--- src/rtl/spi_frame_unpack.sv ---
// Two-entry frame buffer that accepts DATA_W-bit frames from an SPI host
// data-out register and streams them out as NWORDS words of WORD_W bits,
// word 0 (bits [WORD_W-1:0]) first, under a valid/ready handshake.
// Frames arriving while both entries are occupied are dropped and counted.
module spi_frame_unpack #(
    parameter int DATA_W = 256,
    parameter int WORD_W = 16
) (
    input  logic              clk,
    input  logic              reset_n,
    input  logic [DATA_W-1:0] data_in,
    input  logic              data_write,
    output logic [WORD_W-1:0] word_out,
    output logic              word_valid,
    input  logic              word_ready,
    output logic              frame_first,
    output logic              frame_last,
    output logic              overflow,
    input  logic              clr_ovf,
    output logic [7:0]        drop_cnt,
    output logic              busy
);

    localparam int NWORDS = DATA_W / WORD_W;
    localparam int IDX_W  = (NWORDS > 1) ? $clog2(NWORDS) : 1;
    localparam logic [IDX_W-1:0] LAST_IDX = IDX_W'(NWORDS - 1);

    typedef enum logic {
        IDLE,
        STREAM
    } state_t;

    state_t            state;
    logic [DATA_W-1:0] frame_buf [2];
    logic              wr_ptr;
    logic              rd_ptr;
    logic [1:0]        count;
    logic [IDX_W-1:0]  widx;

    logic              xfer;
    logic              pop;
    logic              push;
    logic              drop;
    logic              rd_ptr_inc;
    logic [IDX_W-1:0]  nidx;
    logic [DATA_W-1:0] head_frame;
    logic [DATA_W-1:0] next_frame;

    // A pop is the handshake on the last word; a full buffer still accepts a
    // frame on the same edge that frees an entry.
    assign xfer       = word_valid && word_ready;
    assign pop        = xfer && (widx == LAST_IDX);
    assign push       = data_write && ((count != 2'd2) || pop);
    assign drop       = data_write && (count == 2'd2) && !pop;
    assign rd_ptr_inc = rd_ptr + 1'b1;
    assign nidx       = widx + 1'b1;
    assign busy       = (count != 2'd0) || word_valid;

    // Select the head frame and the frame that follows it; the follower may be
    // arriving this very cycle, in which case it is taken straight from data_in.
    always_comb begin
        // NOTE: every output of this block gets a default first so no path leaves it unassigned and no latch is inferred.
        head_frame = frame_buf[rd_ptr];
        next_frame = frame_buf[rd_ptr_inc];
        if (push && (wr_ptr == rd_ptr_inc)) begin
            next_frame = data_in;
        end
    end

    // Frame storage write port.
    // NOTE: the storage array has no reset; pointers and count make stale contents unreachable.
    always_ff @(posedge clk) begin
        if (push) begin
            frame_buf[wr_ptr] <= data_in;
        end
    end

    // Pointer and occupancy bookkeeping; pointers wrap naturally at 1 bit.
    always_ff @(posedge clk or negedge reset_n) begin
        // NOTE: clocked state uses non-blocking assignments so every flop samples pre-edge values.
        if (!reset_n) begin
            wr_ptr <= 1'b0;
            rd_ptr <= 1'b0;
            count  <= 2'd0;
        end else begin
            if (push) wr_ptr <= ~wr_ptr;
            if (pop)  rd_ptr <= ~rd_ptr;
            case ({push, pop})
                2'b10:   count <= count + 2'd1;
                2'b01:   count <= count - 2'd1;
                default: count <= count;
            endcase
        end
    end

    // Sticky overflow flag (a drop beats a same-cycle clear) and saturating drop count.
    always_ff @(posedge clk or negedge reset_n) begin
        if (!reset_n) begin
            overflow <= 1'b0;
            drop_cnt <= 8'd0;
        end else begin
            if (drop) begin
                overflow <= 1'b1;
            end else if (clr_ovf) begin
                overflow <= 1'b0;
            end
            if (drop && (drop_cnt != 8'hFF)) begin
                drop_cnt <= drop_cnt + 8'd1;
            end
        end
    end

    // Output FSM: loads one word per handshake, chaining frames without a bubble.
    always_ff @(posedge clk or negedge reset_n) begin
        if (!reset_n) begin
            state       <= IDLE;
            word_out    <= '0;
            word_valid  <= 1'b0;
            frame_first <= 1'b0;
            frame_last  <= 1'b0;
            widx        <= '0;
        end else begin
            case (state)
                IDLE: begin
                    if (count != 2'd0) begin
                        word_out    <= head_frame[WORD_W-1:0];
                        word_valid  <= 1'b1;
                        frame_first <= 1'b1;
                        frame_last  <= (NWORDS == 1);
                        widx        <= '0;
                        state       <= STREAM;
                    end
                end
                STREAM: begin
                    if (xfer) begin
                        if (!pop) begin
                            word_out    <= head_frame[int'(nidx)*WORD_W +: WORD_W];
                            frame_first <= 1'b0;
                            frame_last  <= (nidx == LAST_IDX);
                            widx        <= nidx;
                        end else if ((count == 2'd2) || push) begin
                            word_out    <= next_frame[WORD_W-1:0];
                            frame_first <= 1'b1;
                            frame_last  <= (NWORDS == 1);
                            widx        <= '0;
                        end else begin
                            word_valid  <= 1'b0;
                            frame_first <= 1'b0;
                            frame_last  <= 1'b0;
                            widx        <= '0;
                            state       <= IDLE;
                        end
                    end
                end
                default: state <= IDLE;
            endcase
        end
    end

endmodule

--- config.mk ---
export PLATFORM = sky130hd
export DESIGN_NAME = spi_frame_unpack
export DESIGN_NICKNAME = d
export VERILOG_FILES = /design/src/rtl/spi_frame_unpack.sv
export SDC_FILE = /design/constraint.sdc
export NUM_CORES = 1
export LEC_CHECK = 0
export ABC_AREA = 0
export CORE_ASPECT_RATIO = 1.75
export CORE_MARGIN = 2
export CORE_UTILIZATION = 50
export CTS_CLUSTER_DIAMETER = 100
export CTS_CLUSTER_SIZE = 10
export DETAILED_ROUTE_END_ITERATION = 8
export GPL_ROUTABILITY_DRIVEN = 0
export MAX_ROUTING_LAYER = met4
export PLACE_DENSITY = 0.81
export SLEW_MARGIN = 20
export SYNTH_ARGS = -nofsm -noshare
export SYNTH_HDL_FRONTEND = slang
export SYNTH_SLANG_ARGS = --single-unit
--- constraint.sdc ---
create_clock -name clk -period 23.1 [get_ports clk]
set_input_delay 6.93 -clock clk [delete_from_list [all_inputs] [get_ports clk]]
set_output_delay 6.93 -clock clk [all_outputs]
set_load 0.05 [all_outputs]
## Word level (Yosys, flattened, before mapping)

Memories as Yosys holds them, arrays and structs flattened.
Index checks and enable logic that the tools add are counted.

| storage, ports and cells | value |
|---|---|
| memories kept | 1 |
| memory bits (writable) | 512 |
| bits in registers | 37 |
| output and inout port bits | 29 |

| operators by class | value |
|---|---|
| reduce and logical (&&, ||, !) cells | 17 |
| add/sub/neg operators | 5 |
| muxes and demuxes | 32 |
| eq/ne operators | 13 |
| shifts and indexed selects | 1 |
| bitwise gates (word level) | 3 |

Memory list:

| name | depth | bits a word | read ports | clocked after Yosys merged registers in | write ports | line | source |
|---|---|---|---|---|---|---|---|
| frame_buf | 2 | 256 | 2 | 0 | 1 | 34 | `logic [DATA_W-1:0] frame_buf [2];` |

Operators with widths:

| operator | number |
|---|---|
| $shiftx A256 B9 Y16 | 1 |
| $mux W16 | 5 |
| $pmux W16 S2 | 1 |
| $mux W1 | 17 |
| $mux W4 | 3 |
| $add A8 B1 Y8 const B | 1 |
| $eq A4 B4 Y1 const B | 2 |
| $ne A8 B8 Y1 const B | 1 |
| $pmux W1 S2 | 4 |
| $pmux W4 S2 | 1 |
| $logic_and A1 B1 Y1 | 7 |
| $ne A2 B2 Y1 const B | 3 |
| $reduce_bool A2 Y1 | 3 |
| $add A4 B1 Y4 const B | 1 |
| $eq A2 B2 Y1 const B | 2 |
| $ne A2 B1 Y1 const B | 2 |
| $pmux W2 S2 | 1 |
| $reduce_and A4 Y1 | 1 |
| $logic_or A1 B1 Y1 | 3 |
| $ne A3 B2 Y1 const B | 1 |
| $not A1 Y1 | 3 |
| $reduce_and A3 Y1 | 1 |
| $add A2 B1 Y2 const B | 1 |
| $eq A2 B1 Y1 const B | 1 |
| other kinds (5) | 5 |

## Longest topological paths before layout

Gate-level depths: netlist of the first run.

| depth | value |
|---|---|
| depth in word-level cells | 10 |
| depth in mapped cells | 13 |
| mapped depth without buffers | 8 |

## Worst setup path before layout of the first run

OpenSTA, ideal clock, no wires.

| timing | value |
|---|---|
| path kind | input to register |
| start | input port word_ready |
| end | memory frame_buf[0][0], enable pin |
| slack | 4.175 ns |
| arrival time | 18.046 ns |
| setup time | 0.879 ns |
| buffers on the path | 0 |
| required time | 22.221 ns |
| stages on the path | 4 |
| path through | nand2_1 o21ai_1 nand2_1 nor2_1 |

| on the way | value |
|---|---|
| cells in the longest elaborated chain, start to end | 6 |

Ends and longest elaborated chain:

| what | line | source |
|---|---|---|
| from (decl) | 15 | `input logic word_ready,` |
| $logic_and A1 B1 Y1 | 51 | `assign xfer = word_valid && word_ready;` |
| $logic_and A1 B1 Y1 | 52 | `assign pop = xfer && (widx == LAST_IDX);` |
| $logic_or A1 B1 Y1 | 53 | `assign push = data_write && ((count != 2'd2) \|\| pop);` |
| $logic_and A1 B1 Y1 | 53 |  |
| $mux W1 | 73 | `if (push) begin` |
| $mux W1 (implied by the code) | 74 | `frame_buf[wr_ptr] <= data_in;` |
| to (decl) | 34 |  |

No other way between the ends.

## Worst setup path in the final report of the first run

| timing | value |
|---|---|
| start | input port word_ready |
| end | memory frame_buf[1][233], enable pin |

Same word-level chain as after synthesis.

==> results of run 1 <==
worst max path at each step:
stage,from,end,slack [ns],cells after the start
after floorplan,word_ready,frame_buf[0][0],4.18,4
after global placement,word_ready,frame_buf[1][179],12.24,7
after detailed placement,word_ready,frame_buf[1][206],12.09,7
after CTS,word_ready,frame_buf[1][42],12.71,7
after global routing,word_ready,frame_buf[1][62],12.48,7
final,word_ready,frame_buf[1][233],12.71,7
cells in the mapped netlist, types with 4 or more instances:
cell,count
sky130_fd_sc_hd__xor2_1,6
sky130_fd_sc_hd__inv_1,6
sky130_fd_sc_hd__buf_2,21
sky130_fd_sc_hd__o221a_1,4
sky130_fd_sc_hd__buf_6,11
sky130_fd_sc_hd__o211ai_1,9
sky130_fd_sc_hd__o22ai_1,12
sky130_fd_sc_hd__buf_4,6
sky130_fd_sc_hd__nor3_1,12
sky130_fd_sc_hd__nor2b_1,12
sky130_fd_sc_hd__clkbuf_1,16
sky130_fd_sc_hd__dfrtp_1,37
sky130_fd_sc_hd__edfxtp_1,512
sky130_fd_sc_hd__nand3_1,5
sky130_fd_sc_hd__o22a_1,4
sky130_fd_sc_hd__nor2_1,20
sky130_fd_sc_hd__o21ai_0,19
sky130_fd_sc_hd__a31oi_1,11
sky130_fd_sc_hd__mux4_2,130
sky130_fd_sc_hd__and2_1,4
sky130_fd_sc_hd__ha_1,4
sky130_fd_sc_hd__a22oi_1,4
sky130_fd_sc_hd__a211oi_1,28
sky130_fd_sc_hd__xnor2_1,8
sky130_fd_sc_hd__a21oi_1,22
sky130_fd_sc_hd__mux2i_1,49
sky130_fd_sc_hd__o21ai_1,12
sky130_fd_sc_hd__nand2_1,52
sky130_fd_sc_hd__a31o_1,4
power groups by stage:
stage	logic, mW	registers, mW	clock network [mW]
3_5_place_dp	1.11	1.49	0
6_report	1.09	1.47	0.851
3_3_place_gp	1.09	1.47	0
4_1_cts	1.11	1.47	0.866
2_1_floorplan	0.712	1.60	0
5_1_grt	1.16	1.49	0.904
cell type report:
class / count / area, um^2
clock inverters: 3 / 45.0
fillers: 3039 / 16200
repair buffers: 299 / 2990
multi-input cells: 459 / 5190
well taps: 566 / 708
diodes: 18 / 45.0
flip-flops and latches: 549 / 16300
clock buffers: 111 / 1690
inverters: 6 / 22.5
registers in the layout (all words and copies together), names as in the netlist:
| name | count |
|---|---|
| frame_first | 1 |
| wr_ptr | 1 |
| overflow | 1 |
| frame_buf | 512 |
| drop_cnt | 8 |
| word_out | 16 |
| widx | 4 |
| frame_last | 1 |
| word_valid | 1 |
| rd_ptr | 1 |
| state | 1 |
| count | 2 |
logic make-up (layout without fill, tap and decap cells):
kind of cell,after synthesis,count (layout)
buffers and inverters,63,419
DFF,549,549
AOI/OAI and AO/OA,139,139
and+or+nand+nor,120,120
muxes,181,181
adders and majority gates,4,4
other,0,18
xor gates and xnor gates,15,15
cells in the final DEF, fill, tap and decap left out, drive strengths merged, types with 6 or more instances in the layout:
cell type | Yosys | final
clkbuf | 16 | 111
mux2i | 49 | 49
a21oi | 22 | 22
clkdlybuf4s50 | 0 | 288
diode | 0 | 18
o22ai | 12 | 12
dfrtp | 37 | 37
mux4 | 130 | 130
inv | 6 | 8
a211oi | 28 | 28
edfxtp | 512 | 512
o211ai | 9 | 9
nand3 | 8 | 8
nor3 | 13 | 13
a31oi | 11 | 11
o21ai | 31 | 31
nor2 | 20 | 20
xnor2 | 9 | 9
xor2 | 6 | 6
nand2 | 53 | 53
nor2b | 12 | 12
buf | 41 | 11
through the flow:
stage / power (mW) / instances
after floorplan: 2.31 / 1071
final: 3.41 / 2011
after global placement: 2.55 / 1879
after detailed placement: 2.59 / 1879
after CTS: 3.45 / 1993
after global routing: 3.56 / 2011
routing by layer:
layer	vias to the layer above	wire (um)
met5	-	0
met4	0	2290
met3	109	2880
met2	449	27900
met1	5848	17200
li1	5091	-
==> results list, run 1 <==
- Mean instance size in the synthesized netlist: 20.4 um^2
* Post-DR vias/cell: 5.72
- Total core area: 0.0432 mm^2
* Pwr per Cell Area: 126 mW/mm^2
- Post-synthesis simple-gate area fraction: 2.64%
- Class of the tightest hold or removal check: reg -> reg
- In the global route stage, met3 resource usage came out at 3.77%.
- In the post-route analysis, the smallest setup slack over all paths is 12.71 ns.
* Number of input and output port buffers inserted: 289
- Combinational logic burns 32.0% of the power.
* Normalized max-slew margin: 23.4%
* Worst-path cell chain: clkdlybuf4s50_1, nand2_1, o21ai_1, nand2_1, nor2_4, buf_12, buf_4
* Count of antenna-violating nets left after detailed routing: 0
* Worst-case hold slack: 0.496 ns
- Cell internal power was estimated by the tool at 2.32 mW.
* Worst-skew pair later-pin latency: 0.60 ns
- Setup violations remaining at the end of the flow were counted as 0.
- Global Route met1 Usage: 24.8%
* Origin of the worst min-delay path: drop_cnt[4]
* Total routing resource utilization after global routing: 22.9%
- Among the stages of the critical path, the cell type that occurs most often is sky130_fd_sc_hd__nand2_1.
- The max-slew violation count was 0.
- Fraction of registers with async set or reset after synthesis: 6.74%
* Count of flip-flops with a built-in enable after synthesis: 512
* Parity-gate share of the synthesized area counting xor and xnor cells: 0.688%
* Reg-to-reg setup timing slack: 18.19 ns
- Once the clock tree was built, the resizer swapped 0 gates to a different size.
- met2 is the most crowded layer.
- After clock tree synthesis, the flow added hold-fix buffers numbering 0.
- Number of sinks on the clock net: 549
- Count of standard-cell rows: 101
- Count of pins on the block boundary: 290
- Vertical die dimension: 280 um
- Total global routing overflow: 0
* Syn Inst Count: 1,071
- For this run, the top clock speed supported by timing is 96.3 MHz.
- Sorting the synthesized cells by area gives the leading types as sky130_fd_sc_hd__edfxtp_1, sky130_fd_sc_hd__mux4_2, sky130_fd_sc_hd__dfrtp_1.
- The die covers 0.0454 mm^2.
- For this run, global-route usage on met2 was measured as 40.3%.
- Terminus of the critical flop-to-flop path: frame_buf[1][233]
* Switching power: 1.10 mW
- The first global-routing pass estimated 74,700 um of wire.
- Count of buffer and inverter cells on the critical path: 3
- Unrepaired setup endpoints after global routing: false
- Number of buffers on the longest clock path: 3
- RR Startpoint: widx[0]
- For this configuration, the core starts out at a cell density of 50.5%.
- Worst setup skew after layout: 0.0149 ns
- Clock-pin transition on the worst setup and hold timing paths: 0.06 ns
- Share of post-route cells with drive strength above 1: 15.4%
- Timing analysis after detailed placement gives a worst setup slack of 12.09 ns.
* Total via count in the routed design: 11,500
* Outcome: completed
* Half-perimeter wire length after detailed placement: 33,200 um
* Total detailed-routing wirelength: 50,300 um
* Detailed Route Iter0 Violations: 1,101
- Crit path capture type: flop
- Synthesized net count: 1,336
- H-tree depth: 2
- Net switching is 32.2% of the power.
- Predominant post-synthesis flop cell: sky130_fd_sc_hd__edfxtp_1
- TritonCTS clock tree: done
- Flops & latches, synth: 549
* Post-Syn Area: 0.0218 mm^2
- Leakage Power: 8.74 nW
* Hold Path Depth: 1
- Biggest fanout along the worst timing path: 166
- On the worst path, the slowest cell contributes a delay of 0.84 ns.
- Unique cell type count in the Yosys netlist: 51
- The synthesized netlist devotes 4.24% of its cell area to compound gates.
* Die X-Extent: 162 um
- Count of synthesis-stage warnings from yosys: 0
- Measured on the finished design, the core utilization comes to 62.5%.
- At the worst endpoint, the required time is 23.32 ns.
- The synthesized design spends more area on one cell type than any other, namely sky130_fd_sc_hd__edfxtp_1.
- At the worst endpoint, the arrival time is 10.61 ns.
- By startpoint and endpoint, the worst setup path is classified as in -> reg.
- The kind of cell with the highest combined delay along the critical path is buffers and inverters.
- Vias in the first global route: 12,700
- Setup total negative slack on the finished layout was measured at 0 ns.
* Max rail drop VDD: 0.0000934 V
- After layout, the minimum clock period comes to 10.39 ns.
- Once layout is done, the placed cells without fillers occupy 0.0270 mm^2.
- # Post-CTS Setup Buffers: 0
- Tightest Pin Transition: 1.15 ns
- The clock network accounts for 24.9% of the total power.
* Initial DRT Pass Iterations: 5
- Of the post-synthesis cell area, the part taken by muxes is 15.8%.
* Relative area change from synthesis to final layout: 23.8%
- TritonCTS created 60 clock buffers.
- After the last flow step, the layout net total stands at 1,640.
* Sink of the worst hold path: drop_cnt[4]
* Cell at the slowest stage of the critical path: sky130_fd_sc_hd__nor2_4
* Initial antenna violation count: 18
- Per report_power, the sequential group accounts for 43.1% of the total.
- The synthesized netlist devotes 0.229% of its cell area to adder and majority cells.
* Post-synthesis sequential area ratio: 74.7%
- Number of cells traversed by the worst register-to-register path: 7
- Maximum Capacitance Violations: 0
- Cell at the root of the clock tree: sky130_fd_sc_hd__clkbuf_16
- The worst setup path is launched from an input pin.
- After synthesis, the largest family of logic cells by area is multiplexers.
* Final number of hold-violating endpoints: 0
* Drt wl/cell: 25.0 um
- Ratio of final minimum period to clock period: 45.0%
* Cell area after placement: 0.0252 mm^2
- Proportion of netlist area held by the largest area contributor: 70.5%
- Entering global routing, the biggest net connects 167 pins.
- After detailed routing, the number of remaining DRC violations is 0.
Power figures use the tool's default switching activity.
==> inputs of run 2 (changes only) <==
Settings changed: PLACE_DENSITY 0.81 to 0.83.
Clock period 23.1 ns to 8.65 ns, I/O delays scaled along.
==> results list, run 2 (synthesis results as in run 1) <==
* Die X-Extent: 162 um (unchanged)
- Ratio of final minimum period to clock period: 57.7%
- The max-slew violation count came to 0 (unchanged).
- The number of gates given a new drive strength after cts is 0 (unchanged).
* Nets: 1,643 (+0.18%)
- Fill cell instance count of the final layout: 2,981 (-1.9%)
- The boundary pin count came to 290 (unchanged).
- Hold Path Depth: 1 (unchanged)
- The share of total power in sequential cells is 43.0% (about the same).
- The TritonCTS buffer count is 60 (unchanged).
* CP arrival: 5.20 ns (-5.41 ns)
- The leftover overflow at the end of global routing was 0 (unchanged).
- Final setup viols: 0 (unchanged)
- Total routing resource utilization after global routing: 22.9% (about the same)
- The combined flip-flop and latch cell area came to 0.0163 mm^2 (unchanged).
- Worst-skew pair later-pin latency: 0.60 ns (about the same)
- Unrepaired setup endpoints after global routing: false
- The layout cell share with drive strength beyond 1 was 15.7% (+0.26 points).
* Total Neg Setup Slack: 0 ns (unchanged)
- The number of global-route vias before repair was 12,700 (-0.34%).
* Initial DRT Pass Iterations: 5 (unchanged)
- The peak supply drop came to 0.000209 V (+120%).
* Non-filler instance count after layout: 2,000 (-0.55%)
- Number of instances in the placed design: 1,880 (+0.053%)
* # Post-CTS Setup Buffers: 0 (unchanged)
- Switching Share: 32.1% (about the same)
- The starting density of the core was 50.5% (unchanged).
- The number of hold-repair buffers added at the cts stage is 0 (unchanged).
* Largest registers: frame_buf (512), word_out (16), drop_cnt (8)
- Critical path type: in -> reg
- Tightest Pin Transition: 1.02 ns (-0.134 ns)
- Maximum Capacitance Violations: 0 (unchanged)
- The clock share of power came to 24.6% (-0.3 points).
- The relative slew slack came to 32.1% (+8.7 points).
- The buffer depth of the longest clock path came to 3 (unchanged).
* Pint: 6.17 mW (+170%)
* Total via count in the routed design: 11,600 (+0.72%)
- Clock-pin transition on the worst setup and hold timing paths: 0.06 ns (about the same)
* TritonCTS clock tree: done
- Maximum number of pins on one net before global-route repair: 144 (-14%)
* Max Fclk: 200 MHz
- Combined area of the multi-input logic cells: 0.00518 mm^2 (-0.14%)
- Worst setup skew after layout: 0.0177 ns (+0.00287 ns)
- Detailed Route Iter0 Violations: 797 (-28%)
- Number of design rule violations left after detail routing: 0 (unchanged)
* Biggest fanout along the worst timing path: 143 (-14%)
* Initial antenna violation count: 18 (unchanged)
* Switching power: 2.92 mW (+170%)
* Global-route wire length before repair: 74,500 um (-0.20%)
- The average wire per cell in the routed design came to 25.2 um (+0.77%).
- Largest register FFs: 512 (unchanged)
- Power share of the combinational group: 32.4% (+0.4 points)
- Count of standard-cell rows: 101 (unchanged)
* Number of sinks on the clock net: 549 (unchanged)
* Number of input and output port buffers inserted: 289 (unchanged)
- Class of the tightest hold or removal check: reg -> reg
- Crit path time final: 4.99 ns
* Relative area change from synthesis to final layout: 23.9% (about the same)
* Crit path capture type: flop
* Pwr per Cell Area: 337 mW/mm^2 (+170%)
- The height of the die came to 280 um (unchanged).
- The flow ran to the end, and the final reports show no timing, DRC or antenna violations.
- The final antenna-violating net count is 0 (unchanged).
* Leakage Power: 8.75 nW (+0.15%)
* Final number of hold-violating endpoints: 0 (unchanged)
* Commonest non-fill, non-tap cell in the layout: sky130_fd_sc_hd__edfxtp_1
* Cell at the root of the clock tree: sky130_fd_sc_hd__clkbuf_16
- The worst-case setup slack after placement is 2.78 ns (-9.31 ns).
* Total detailed-routing wirelength: 50,400 um (+0.22%)
- Data required time at the worst endpoint: 8.86 ns (-14.46 ns)
* Commonest cells after routing, fill and taps aside: sky130_fd_sc_hd__edfxtp_1, sky130_fd_sc_hd__clkdlybuf4s50_1, sky130_fd_sc_hd__mux4_2
- The HPWL reported at the end of detailed placement came to 33,200 um (about the same).
- Total core area: 0.0432 mm^2 (unchanged)
- Largest reg by FF count: frame_buf
- Setup slack after layout: 3.66 ns (-9.06 ns)
* Floorplan die area: 0.0454 mm^2 (unchanged)
* H-tree depth: 2 (unchanged)
- STA classifies the critical path startpoint as an input pin.
- Post-DR vias/cell: 5.79 (+1.3%)
* Number of cells traversed by the worst register-to-register path: 7 (unchanged)
run 2: changes by cell type in the layout (fill, tap and decap cells not counted):
cell / change
sky130_fd_sc_hd__buf_4: -1
sky130_fd_sc_hd__clkbuf_1: -14
sky130_fd_sc_hd__xor2_1: +1
sky130_fd_sc_hd__buf_16: +1
sky130_fd_sc_hd__xor2_2: -1
sky130_fd_sc_hd__buf_12: +3
run 2: path summary, 6_finish.rpt:
kind,startpoint,to,slack (ns)
max,word_ready,frame_buf[1][226],3.66
max in group asynchronous,reset_n,rd_ptr,5.75
max reg2reg,widx[0],word_out[9],4.45
min in group asynchronous,reset_n,word_out[4],2.14
min,drop_cnt[4],drop_cnt[4],0.49
min reg2reg,drop_cnt[4],drop_cnt[4],0.49
run 2: power groups by stage:
| stage | Sequential [mW] | Combinational (mW) | Clock, mW |
|---|---|---|---|
| final | 3.91 | 2.95 | 2.23 |
| after global routing | 3.96 | 3.13 | 2.38 |
| after CTS | 3.94 | 2.94 | 2.28 |
| after detailed placement | 3.99 | 2.93 | 0 |
| after global placement | 3.94 | 2.88 | 0 |
| after floorplan | 4.15 | 1.90 | 0 |
run 2: metal layers:
metal,up-vias,GRT usage (%),wire length [um]
li1,5091,-,-
met1,5956,23.6,16600
met2,420,41.0,28100
met3,113,4.35,3120
met4,0,12.5,2600
met5,-,-,0
run 2: critical path: stages:
cell                              delay [ns]
sky130_fd_sc_hd__clkdlybuf4s50_1        0.48
sky130_fd_sc_hd__nand2_1                0.17
sky130_fd_sc_hd__o21ai_1                0.28
sky130_fd_sc_hd__nand2_1                0.24
sky130_fd_sc_hd__nor2_4                 0.63
sky130_fd_sc_hd__buf_12                 0.56
run 2: final cells by class:
class                      count  share of cell area, %
clock inverter                 3                  0.167
clock buffer                  97                   6.07
antenna                       18                  0.167
timing repair buffer         302                   11.4
sequential                   549                   60.4
inverter                       6                 0.0834
tap                          566                   2.62
multi-input combinational    459                   19.2
run 2: metrics by stage:
step	power, mW	hold WS [ns]	util (%)	area (um^2)
floorplan	6.06	0.469	-	21800
global placement	6.81	0.470	58.4	25200
detailed placement	6.92	0.485	58.4	25200
CTS	9.17	0.496	62.3	26900
global route	9.48	0.519	62.5	27000
finish	9.09	0.490	62.5	27000
==> inputs of run 3 (changes only) <==
Settings changed: PLACE_DENSITY 0.83 to 0.81.
Clock period 8.65 ns to 5.1 ns, I/O delays scaled along.
==> results list, run 3 (synthesis results as in run 1) <==
- Ratio of final minimum period to clock period: 73.9%
- Number of design rule violations left after detail routing: 0 (unchanged)
* Global-route wire length before repair: 74,800 um (+0.39%)
- The TritonCTS buffer count was 60 (unchanged).
* Crit path time final: 3.77 ns
- Initial Utilization: 50.5% (unchanged)
- The final antenna-violating net count came to 0 (unchanged).
- The average wire per cell in the routed design came to 25.2 um (about the same).
* Initial DRT Pass Iterations: 5 (unchanged)
* Share of post-route cells with drive strength above 1: 16.1% (+0.42 points)
- TritonCTS clock tree: done
* Vertical die dimension: 280 um (unchanged)
- Post-DR vias/cell: 5.79 (about the same)
- The number of antenna violations at the first check in global routing came to 20 (+2).
- Terminus of the critical flop-to-flop path: word_out[7]
- Detailed Route Iter0 Violations: 974 (+22%)
* Met2 GRT Util: 39.8% (-1.1 points)
- The power after layout came to 15.6 mW (+71%).
- Number of sinks on the clock net: 549 (unchanged)
* Critical path type: reg -> out
- H-tree depth: 2 (unchanged)
- Max rail drop VDD: 0.000472 V (+130%)
* Hold Path Depth: 1 (unchanged)
* Number of input and output port buffers inserted: 289 (unchanged)
* Fill cell instance count of the final layout: 2,942 (-1.3%)
* Most heavily used metal layer in global routing: met2
- Clock-pin transition on the worst setup and hold timing paths: 0.06 ns (about the same)
- Total via count in the routed design: 11,700 (+1.1%)
* Total detailed-routing wirelength: 50,900 um (+1.1%)
* Startpoint class of the critical path: flop
- Maximum Capacitance Violations: 0 (unchanged)
- The flip-flop count of the largest register after layout came to 512 (unchanged).
- The largest registers in the layout are frame_buf (512), word_out (16), drop_cnt (8).
* Total core area: 0.0432 mm^2 (unchanged)
* Final number of hold-violating endpoints: 0 (unchanged)
* Half-perimeter wire length after detailed placement: 34,100 um (+2.6%)
- The arrival time of data at the critical path endpoint is 2.24 ns (-2.96 ns).
- The global-route met1 utilization was 25.0% (+1.5 points).
- Nets: 1,648 (+0.30%)
- The overall die width is 162 um (unchanged).
- STA classifies the critical path endpoint as an output pin.
* Number of cells traversed by the worst register-to-register path: 6 (-1)
- The largest net degree at the start of global routing is 123 (-15%).
* Max Fclk: 265 MHz
- # Post-CTS Setup Buffers: 0 (unchanged)
- The all-layer global routing usage came to 23.2% (+0.24 points).
- Cells resized by post-CTS repair: 0 (unchanged)
* Commonest cells after routing, fill and taps aside: sky130_fd_sc_hd__edfxtp_1, sky130_fd_sc_hd__clkdlybuf4s50_1, sky130_fd_sc_hd__mux4_2
* Cell at the root of the clock tree: sky130_fd_sc_hd__clkbuf_16
- M3 GR Usage: 4.17% (-0.18 points)
* Normalized max-slew margin: 34.9% (+2.8 points)
* Data required time at the worst endpoint: 3.57 ns (-5.29 ns)
* Final setup viols: 0 (unchanged)
- The boundary pin count came to 290 (unchanged).
- Number of buffers on the longest clock path: 3 (unchanged)
* Floorplan die area: 0.0454 mm^2 (unchanged)
- The number of global-route vias before repair came to 12,600 (-0.55%).
- The clock skew after layout came to 0.0257 ns (+0.00800 ns).
- Sink of the worst hold path: drop_cnt[6]
* Number of max-slew violations in the final report: 0 (unchanged)
* Largest reg by FF count: frame_buf
* Leakage Power: 8.81 nW (+0.69%)
* Pwr per Cell Area: 573 mW/mm^2 (+70%)
- The slack of the worst reg-to-reg path is 1.70 ns (-2.75 ns).
* Non-filler instance count after layout: 2,021 (+1.1%)
- Outcome: completed
- Commonest non-fill, non-tap cell in the layout: sky130_fd_sc_hd__edfxtp_1
* Worst-skew pair later-pin latency: 0.61 ns (about the same)
- The placed instance area came to 0.0254 mm^2 (+0.53%).
- The final design area excluding fillers was 0.0272 mm^2 (+0.63%).
- Setup repair after global routing left no endpoint under its margin.
- Total global routing overflow: 0 (unchanged)
- Origin of the worst min-delay path: drop_cnt[6]
- Class of the tightest hold or removal check: reg -> reg
* RR Startpoint: widx[0]
- The utilization of the core after routing came to 62.9% (+0.39 points).
- The number of hold-repair buffers added at the cts stage came to 0 (unchanged).
- Compared with the post-synthesis result, the final layout area differs by 24.6%.
- The transition time at the pin with the least slew margin was 0.976 ns (-0.0390 ns).
- Biggest fanout along the worst timing path: 5 (-97%)
- Count of standard-cell rows: 101 (unchanged)
- Number of instances in the placed design: 1,887 (+0.37%)
[run 3: cell types whose count changed in the layout (fill, tap and decap cells not counted), sizes merged]
cell	previous run	this run
buf	14	19
clkbuf	97	112
clkinv	1	2
diode	18	20
inv	8	6
[run 3: how the worst max path moves through the flow]
| stage | end | start | slack [ns] | depth (start not counted) |
|---|---|---|---|---|
| 2_1_floorplan | frame_buf[0][0] | word_ready | -0.98 | 4 |
| 3_3_place_gp | word_out[4] | word_ready | 1.24 | 7 |
| 3_5_place_dp | word_out[0] | word_ready | 1.12 | 7 |
| 4_1_cts | busy | word_valid | 1.31 | 2 |
| 5_1_grt | busy | word_valid | 1.29 | 2 |
| 6_report | busy | word_valid | 1.33 | 2 |
[run 3: final cells by class]
| type | instances | area (um^2) | area share, % |
|---|---|---|---|
| Clock inverter | 2 | 46.3 | 0.170 |
| Timing Repair Buffer | 307 | 3110 | 11.4 |
| Sequential cell | 549 | 16300 | 60.0 |
| Multi-Input combinational cell | 459 | 5220 | 19.2 |
| Antenna cell | 20 | 50.0 | 0.184 |
| Inverter | 6 | 22.5 | 0.0828 |
| Clock buffer | 112 | 1720 | 6.32 |
| Tap cell | 566 | 708 | 2.60 |
[run 3: per-layer routing]
metal  vias to the layer above  wire length (um)
met4                         0              2720
li1                       5102                 -
met1                      5947             17100
met2                       509             28000
met3                       144              3110
met5                         -                 0
[run 3: per-stage QoR]
| step | setup TNS, ns | setup slack, ns | hold slack [ns] |
|---|---|---|---|
| 2_1_floorplan | -499.47 | -0.983 | 0.469 |
| 3_3_place_gp | 0 | 1.24 | 0.472 |
| 3_5_place_dp | 0 | 1.12 | 0.491 |
| 4_1_cts | 0 | 1.31 | 0.499 |
| 5_1_grt | 0 | 1.29 | 0.524 |
| 6_report | 0 | 1.33 | 0.491 |
[run 3: power breakdown]
part	total, mW	leakage, nW	internal, mW	switching [mW]
clock network	3.89	0.830	2.24	1.64
logic	5.05	2.78	2.14	2.92
registers	6.64	5.20	6.17	0.468
total	15.6	8.81	10.6	5.03
[run 3: worst max-delay path: stages, from the launching register on]
cell and delay [ns]:
sky130_fd_sc_hd__dfrtp_1 0.48, sky130_fd_sc_hd__or3_1 0.41, sky130_fd_sc_hd__clkdlybuf4s50_1 0.74
